## src/rtl/dmem_pkg.sv

```systemverilog
// Shared constants and helpers for the dmem_hs data memory.
package dmem_pkg;

    // FSM state encoding
    localparam logic [1:0] IDLE = 2'd0;
    localparam logic [1:0] WAIT = 2'd1;
    localparam logic [1:0] RESP = 2'd2;

    // Ceiling log2; returns 0 for v <= 1
    function automatic int unsigned clog2(input int unsigned v);
        int unsigned r;
        r = 0;
        while ((32'd1 << r) < v) begin
            r = r + 1;
        end
        return r;
    endfunction

endpackage

```

## src/rtl/dmem_array.sv

```systemverilog
// Byte-wide storage for dmem_hs: per-lane write strobes, combinational word read.
// Contents are never reset.
module dmem_array
    import dmem_pkg::*;
#(
    parameter int unsigned MEM_SIZE  = 128,
    parameter int unsigned DATA_W    = 32,
    parameter string       INIT_FILE = "",
    parameter int unsigned AW        = clog2(MEM_SIZE)
) (
    input  logic                clk,
    input  logic [DATA_W/8-1:0] wstrb,
    input  logic [AW-1:0]       base,
    input  logic [DATA_W-1:0]   wdata,
    output logic [DATA_W-1:0]   rdata
);

    localparam int unsigned LANES = DATA_W / 8;

    logic [7:0] mem [MEM_SIZE];

    // Byte-lane writes at base+i
    always_ff @(posedge clk) begin
        for (int i = 0; i < LANES; i++) begin
            if (wstrb[i]) begin
                mem[base + AW'(i)] <= wdata[8*i +: 8];
            end
        end
    end

    // Word read at base; callers gate the result on error
    always_comb begin
        rdata = '0;
        for (int i = 0; i < LANES; i++) begin
            rdata[8*i +: 8] = mem[base + AW'(i)];
        end
    end

endmodule

```

## src/rtl/dmem_hs.sv

```systemverilog
// Byte-addressable data memory with valid/ready request and response channels,
// fixed read/write latency, response backpressure and range error reporting.
// Optional macro DMEM_HS_ALIGN_CHK_EN: misaligned addresses report an error
// instead of being silently aligned down.
module dmem_hs
    import dmem_pkg::*;
#(
    parameter int unsigned MEM_SIZE  = 128,
    parameter int unsigned DATA_W    = 32,
    parameter int unsigned ADDR_W    = 32,
    parameter int unsigned RD_LAT    = 1,
    parameter string       INIT_FILE = "mem.hex"
) (
    input  logic                clk,
    input  logic                rst_n,
    input  logic                req_valid,
    output logic                req_ready,
    input  logic [DATA_W/8-1:0] req_we,
    input  logic [ADDR_W-1:0]   req_addr,
    input  logic [DATA_W-1:0]   req_wdata,
    output logic                rsp_valid,
    input  logic                rsp_ready,
    output logic [DATA_W-1:0]   rsp_rdata,
    output logic                rsp_err
);

    localparam int unsigned LANES = DATA_W / 8;
    localparam int unsigned AW    = clog2(MEM_SIZE);

    logic [1:0]          state_q, state_d;
    logic [3:0]          cnt_q, cnt_d;
    logic [DATA_W-1:0]   rdata_q, rdata_d;
    logic                err_q, err_d;

    logic [ADDR_W-1:0]   base;
    logic                err_range;
    logic                err;
    logic                accept;
    logic                rsp_done;
    logic [LANES-1:0]    wstrb;
    logic [DATA_W-1:0]   rd_word;

    assign base = req_addr & ~ADDR_W'(LANES - 1);
    // Compare against the last legal base so a base near the top of the
    // address space cannot wrap around and look in range.
    assign err_range = base > ADDR_W'(MEM_SIZE - LANES);

`ifdef DMEM_HS_ALIGN_CHK_EN
    assign err = err_range | ((req_addr & ADDR_W'(LANES - 1)) != '0);
`else
    assign err = err_range;
`endif

    assign req_ready = rst_n & (state_q == IDLE);
    assign accept    = req_valid & req_ready;
    assign rsp_valid = (state_q == RESP);
    assign rsp_done  = rsp_valid & rsp_ready;
    assign wstrb     = (accept && !err) ? req_we : '0;
    assign rsp_rdata = rdata_q;
    assign rsp_err   = err_q;

    dmem_array #(
        .MEM_SIZE  (MEM_SIZE),
        .DATA_W    (DATA_W),
        .INIT_FILE (INIT_FILE),
        .AW        (AW)
    ) u_array (
        .clk   (clk),
        .wstrb (wstrb),
        .base  (base[AW-1:0]),
        .wdata (req_wdata),
        .rdata (rd_word)
    );

    // Next-state: FSM, latency counter and response capture
    always_comb begin
        state_d = state_q;
        cnt_d   = cnt_q;
        rdata_d = rdata_q;
        err_d   = err_q;
        case (state_q)
            IDLE: begin
                if (accept) begin
                    // Word sampled now so later writes cannot disturb it
                    rdata_d = (err || (req_we != '0)) ? '0 : rd_word;
                    err_d   = err;
                    if (RD_LAT == 1) begin
                        state_d = RESP;
                    end else begin
                        state_d = WAIT;
                        cnt_d   = 4'(RD_LAT - 1);
                    end
                end
            end
            WAIT: begin
                if (cnt_q == 4'd1) begin
                    state_d = RESP;
                    cnt_d   = '0;
                end else begin
                    cnt_d = cnt_q - 4'd1;
                end
            end
            RESP: begin
                if (rsp_done) begin
                    state_d = IDLE;
                    rdata_d = '0;
                    err_d   = 1'b0;
                end
            end
            default: begin
                state_d = IDLE;
                cnt_d   = '0;
                rdata_d = '0;
                err_d   = 1'b0;
            end
        endcase
    end

    // State registers; reset drops any pending response
    always_ff @(posedge clk or negedge rst_n) begin
        if (!rst_n) begin
            state_q <= IDLE;
            cnt_q   <= '0;
            rdata_q <= '0;
            err_q   <= 1'b0;
        end else begin
            state_q <= state_d;
            cnt_q   <= cnt_d;
            rdata_q <= rdata_d;
            err_q   <= err_d;
        end
    end

endmodule

```

## config.mk

```make
export PLATFORM = sky130hd
export DESIGN_NAME = dmem_hs
export DESIGN_NICKNAME = d
export VERILOG_FILES = /design/src/rtl/dmem_pkg.sv /design/src/rtl/dmem_array.sv /design/src/rtl/dmem_hs.sv
export SDC_FILE = /design/constraint.sdc
export NUM_CORES = 1
export LEC_CHECK = 0
export CAP_MARGIN = 25
export CORE_UTILIZATION = 55
export DETAILED_ROUTE_END_ITERATION = 12
export HOLD_SLACK_MARGIN = 0.03
export PLACE_DENSITY = 0.72
export SYNTH_ARGS = -nofsm -noshare
export SYNTH_HDL_FRONTEND = slang
export SYNTH_SLANG_ARGS = --single-unit
```

## constraint.sdc

```tcl
create_clock -name clk -period 2.65 [get_ports clk]
set_input_delay 0.795 -clock clk [delete_from_list [all_inputs] [get_ports clk]]
set_output_delay 0.795 -clock clk [all_outputs]
set_load 0.005 [all_outputs]
```

Yosys cells after proc, flatten, opt, wreduce, memory -nomap -nowiden

Memories as Yosys holds them, arrays and structs flattened.
Index checks and enable logic that the tools add are counted.

Bits in registers: 39
Memory bits (writable): 1024
Input bits: 72
Output and inout port bits: 35
Logic and storage cells: 50
Memories: 1

Memory list:

| name        | words | width | read ports | clocked after Yosys merged registers in | wr ports | line             | text |
|---|---|---|---|---|---|---|---|
| u_array.mem | 128   | 8     | 4          | 0                                       | 4        | dmem_array.sv:20 | `logic [7:0] mem [MEM_SIZE];` |

Add/subtract/negate cells: 4
Order comparisons: 1
Eq/ne operators: 6
Mux-type cells: 22
Bitwise gates (word level): 4
Reduce and logical (&&, ||, !) cells: 8

Operator list:

| operator                                              | number |
|---|---|
| two-way mux 32 bit                                    | 3 |
| one-hot mux 32 bit (3 select lines)                   | 1 |
| > comparator 32 x 7 -> 1 bit, second input constant   | 1 |
| adder 7 x 2 -> 7 bit, second input constant           | 2 |
| two-way mux 1 bit                                     | 10 |
| two-way mux 4 bit                                     | 2 |
| one-hot mux 4 bit (2 select lines)                    | 1 |
| adder 7 x 1 -> 7 bit, second input constant           | 1 |
| two-way mux 2 bit                                     | 3 |
| one-hot mux 2 bit (3 select lines)                    | 1 |
| AND reduction 3 bit                                   | 2 |
| equality test 4 x 1 -> 1 bit, second input constant   | 1 |
| inequality test 2 bit, second input constant          | 2 |
| nonzero test 4 bit                                    | 1 |
| subtractor 4 x 1 -> 4 bit, second input constant      | 1 |
| AND 1 bit                                             | 3 |
| one-hot mux 1 bit (3 select lines)                    | 1 |
| equality test 2 x 1 -> 1 bit, second input constant   | 1 |
| equality test 2 bit, second input constant            | 1 |
| logical NOT 2 bit                                     | 1 |
| inequality test 2 x 1 -> 1 bit, second input constant | 1 |
| OR reduction 2 bit                                    | 1 |
| logical AND 1 bit                                     | 1 |
| logical NOT 1 bit                                     | 1 |
| other kinds (2)                                       | 2 |

Longest topological paths before layout

Depth in word-level cells: 7
Depth in mapped cells: 9
Depth with buffers taken out: 5

Cells and area by module

Synthesis repeated with hierarchy kept, for this count alone.

Cells, all modules: 10923
Area total of the unflattened synthesis: 103483.0 um^2

By module, submodules not included:

| module     | instances | cells an instance | area each (um^2) | seq. area each (um^2) |
|---|---|---|---|---|
| dmem_array | 1         | 10826             | 102120.4         | 30749.5 |
| dmem_hs    | 1         | 97                | 1362.6           | 850.8 |

Worst setup path before layout

OpenSTA, ideal clock, no wires.

Kind: input-to-reg
Start: input req_addr[2]
End: memory u_array.mem[40][0], enable pin
Library setup time: 0.370 ns
Arrival time: 2.311 ns
Data required time: 2.280 ns
Path slack: -0.031 ns
Stages: 8
Path buffers: 5
Cell sequence: buf_4 -> buf_6 -> buf_6 -> buf_2 -> buf_2 -> nor2_1 -> nand2_1 -> nor2_1

RTL lines:

| element     | line             | text |
|---|---|---|
| from (decl) | dmem_hs.sv:19    | `input logic [ADDR_W-1:0] req_addr,` |
| to (decl)   | dmem_array.sv:20 |  |

Worst setup path after layout

Start: register state_q[1]
End: output req_ready

Longest elaborated chain between the ends: 2

RTL lines:

| element                | line           | text |
|---|---|---|
| from (decl)            | dmem_hs.sv:30  | `logic [1:0] state_q, state_d;` |
| from (signal assigned) | dmem_hs.sv:127 | `state_q <= state_d;` |
| logical NOT 2 bit      | dmem_hs.sv:54  | `assign req_ready = rst_n & (state_q == IDLE);` |
| AND 1 bit              | dmem_hs.sv:54  |  |
| to (decl)              | dmem_hs.sv:17  | `output logic req_ready,` |

No other way between the ends.

==> results.yml <==
critical_path:
  required_ps: 1860
  path_cells: "nor2b_1, clkdlybuf4s50_1"
  slowest_delay_ps: 510
  crit_family: "buffers and inverters"
  timing.rr.end: "rsp_rdata[30]"
  path_buf_inv: 1
  startpoint_type: "flip-flop"
  rrSetupSlack_ps: 540
  ff2ff_path_depth: 7
  r2r-start: "state_q[1]"
  crit_type: "reg2out"
  end_kind: "primary output"
  path_depth: 2
  cp_max_fo: 6
  critPathSlowestCell: "clkdlybuf4s50_1"
  cp.arrival_ps: 1770
clock_tree:
  cts_resized: 0
  cts_sinks: 1058
  cts_root_buffer: "clkbuf_16"
  cts_tree: "done"
  cts.hold.buffers_added: 0
  clk_pin_slew_ps: 60
  numCtsBuffers: 98
  clkLatencyLatePin_ps: 650
  post-cts-setup-buffer-count: 0
  cts_max_level: 3
  clockBufferDepth: 3
sta:
  max_freq_ghz: 0.390
  min_period_ps: 2560
  rsz0062_at_grt: "false"
  max-slew-margin-rel_pct: 52.6
  whs_ps: 497
  final-hold-violation-count: 0
  fin_ws_ps: 87.6
  min_period_over_period_pct: 96.7
  tightest_slew_ps: 712
  setup_viol: 0
  slew_viol_final: 0
  clock_skew_ps: 25.5
global_routing:
  grt_pass1_vias: 22052
  antenna_found_initial: 1
  grt-ovfl-total: 0
  grtUsageTotal_pct: 25.3
  grt_max_degree: 44
  grt_pass1_wl_mm: 138
hold_path:
  worstHoldEndpoint: "rsp_rdata[19]"
  hp-start: "rsp_rdata[19]"
  min_path_type: "reg2reg"
  worstHoldPathCells: 2
synthesis:
  avgSynthCellArea_sq_um: 20.0
  ys_warn_count: 0
  synth_cells: 2059
  syn-num-nets: 2131
  ys_ff_latch: 1058
  netlist_area_sq_mm: 0.0412
  synth_cell_type_count: 34
  synth-seq-area-share_pct: 76.7
detailed_routing:
  drt_iter0_markers: 2095
  via_per_inst: 6.11
  drc: 0
  drt-total-wl_mm: 94.3
  dr_total_vias: 21436
  wl_per_cell_um: 26.9
  ant_nets: 0
  firstDrtPassIters: 8
die:
  ioPinCount: 107
  die_w_um: 276
  coreArea_sq_mm: 0.0743
  rows: 100
  dieHeight_um: 276
  start_util_pct: 55.5
  dieArea_sq_mm: 0.0760
power_and_ir_drop:
  ir_drop_mv: 0.396
  power_mw: 33.8
  p_int_mw: 27.0
  p_comb_share_pct: 5.1
  leakagePower_nw: 16.4
  p_clk_share_pct: 40.7
  powerDensity_mw_per_mm2: 694
  p_sw_share_pct: 20.1
  seq_power_share_pct: 54.2
  p_switching_mw: 6.81
placed_design:
  dpl_worst_slack_ps: -483
  port_buffers: 104
  dp.cells: 3324
  gp_congestion: 0.910
  dp_hpwl_mm: 58.7
layout:
  nets: 2527
  area_delta_synth_final_pct: 18.3
  final_cells: 3506
  fin_util_pct: 65.6
  fillCellCount: 4877
  drive_gt1_share_pct: 27.7
flow_run:
  maxCapViolCount: 0
run_status:
  run_status: "complete, no violations"
worst reg2reg max path: stages (launching register included):
cell	delay, ps
dfrtp_1	470
and3b_1	280
nand4_1	130
buf_4	170
nor3_4	200
buf_12	230
o221ai_1	330
o21ai_1	220
cells in the final DEF, fill, tap and decap left out, types with 2 or more instances in the layout:
cell,synthesis,layout
a221oi_1,53,53
a22o_1,53,53
buf_12,1,34
buf_4,11,288
bufinv_16,0,9
clkbuf_1,69,22
clkbuf_16,0,99
clkbuf_8,0,8
clkdlybuf4s50_1,0,100
clkinv_1,0,18
clkinv_2,0,17
clkinv_4,0,2
clkinvlp_4,0,3
dfrtp_1,34,34
edfxtp_1,1024,1024
inv_6,0,3
mux2_2,75,75
mux2i_1,212,212
mux4_2,150,150
nand2_1,54,54
nand2b_2,0,2
nand3_1,16,16
nand4_1,2,2
nor2_1,137,133
nor2_2,0,3
nor2b_1,6,4
nor2b_4,0,2
nor4_1,5,5
o21ai_1,32,32
o221ai_1,32,32
o22ai_1,32,32
how the worst max path moves through the flow:
stage                      from                  end  slack, ps
floorplan           req_addr[2]   u_array.mem[40][0]        -30
global route         state_q[1]            req_ready          8
global placement    req_addr[6]  u_array.mem[116][2]       -440
detailed placement  req_addr[6]  u_array.mem[116][6]       -480
finish               state_q[1]            req_ready         90
CTS                  state_q[1]            req_ready         70
logic make-up after synthesis:
family | share of synthesized area [%]
compound gates | 3.85
buf+inv | 1.82
flops | 76.7
mux | 15.4
simple gates | 2.28
Yosys cell counts, drive strengths merged:
library cell	n	area share (%)
edfxtp	1024	75
mux2i	212	5.1
mux4	150	8.2
nor2	137	1.2
mux2	75	2.0
clkbuf	73	0.70
buf	56	1.1
nand2	54	0.49
a221oi	53	1.1
a22o	53	1.1
dfrtp	34	2.1
o21ai	32	0.39
o221ai	32	0.68
o22ai	32	0.49
nand3	16	0.19
nor2b	6	0.091
nor4	5	0.076
a21oi	2	0.024
and2	2	0.030
nand2b	2	0.030
nand4	2	0.030
nor3	2	0.036
a21o	1	0.018
and3b	1	0.021
inv	1	0.0091
or2	1	0.015
or4	1	0.018
stage by stage:
step           setup TNS [ps]  instance area (sq um)
2_1_floorplan           -4420                  41200
3_3_place_gp          -230880                  45600
3_5_place_dp          -258070                  45600
4_1_cts                     0                  48800
5_1_grt                     0                  48800
6_report                    0                  48800
state kept, by name (all words and copies together) (netlist names):
register     count
rsp_rdata       32
state_q          1
u_array.mem   1024
rsp_err          1
power groups by stage:
stage	clock network, mW	registers [mW]	logic (mW)
5_1_grt	14.6	18.3	1.82
3_5_place_dp	0	18.7	1.72
4_1_cts	14.0	18.3	1.73
2_1_floorplan	0	18.7	0.877
6_report	13.8	18.3	1.73
3_3_place_gp	0	18.7	1.67
routing by layer:
layer | track usage [%] | share of wire, % | vias up | wire length [um]
li1 | - | - | 9243 | -
met1 | 34.0 | 40 | 11065 | 37400
met3 | 5.04 | 8.1 | 182 | 7600
met5 | 0 | 0.012 | - | 11
met4 | 10.3 | 3.6 | 2 | 3400
met2 | 40.8 | 49 | 944 | 45900
layout make-up:
type                            instances  area (sq um)  share of cell area (%)
Sequential cell                      1058         31600                    64.8
Multi-Input combinational cell        871          8930                    18.3
Timing Repair Buffer                  425          3870                    7.94
Clock buffer                          129          2670                    5.47
Tap cell                              969          1210                    2.49
Clock inverter                         52           489                    1.00
Inverter                                1          3.75                 0.00770
Antenna cell                            1          2.50                 0.00513
Power figures use the tool's default switching activity.
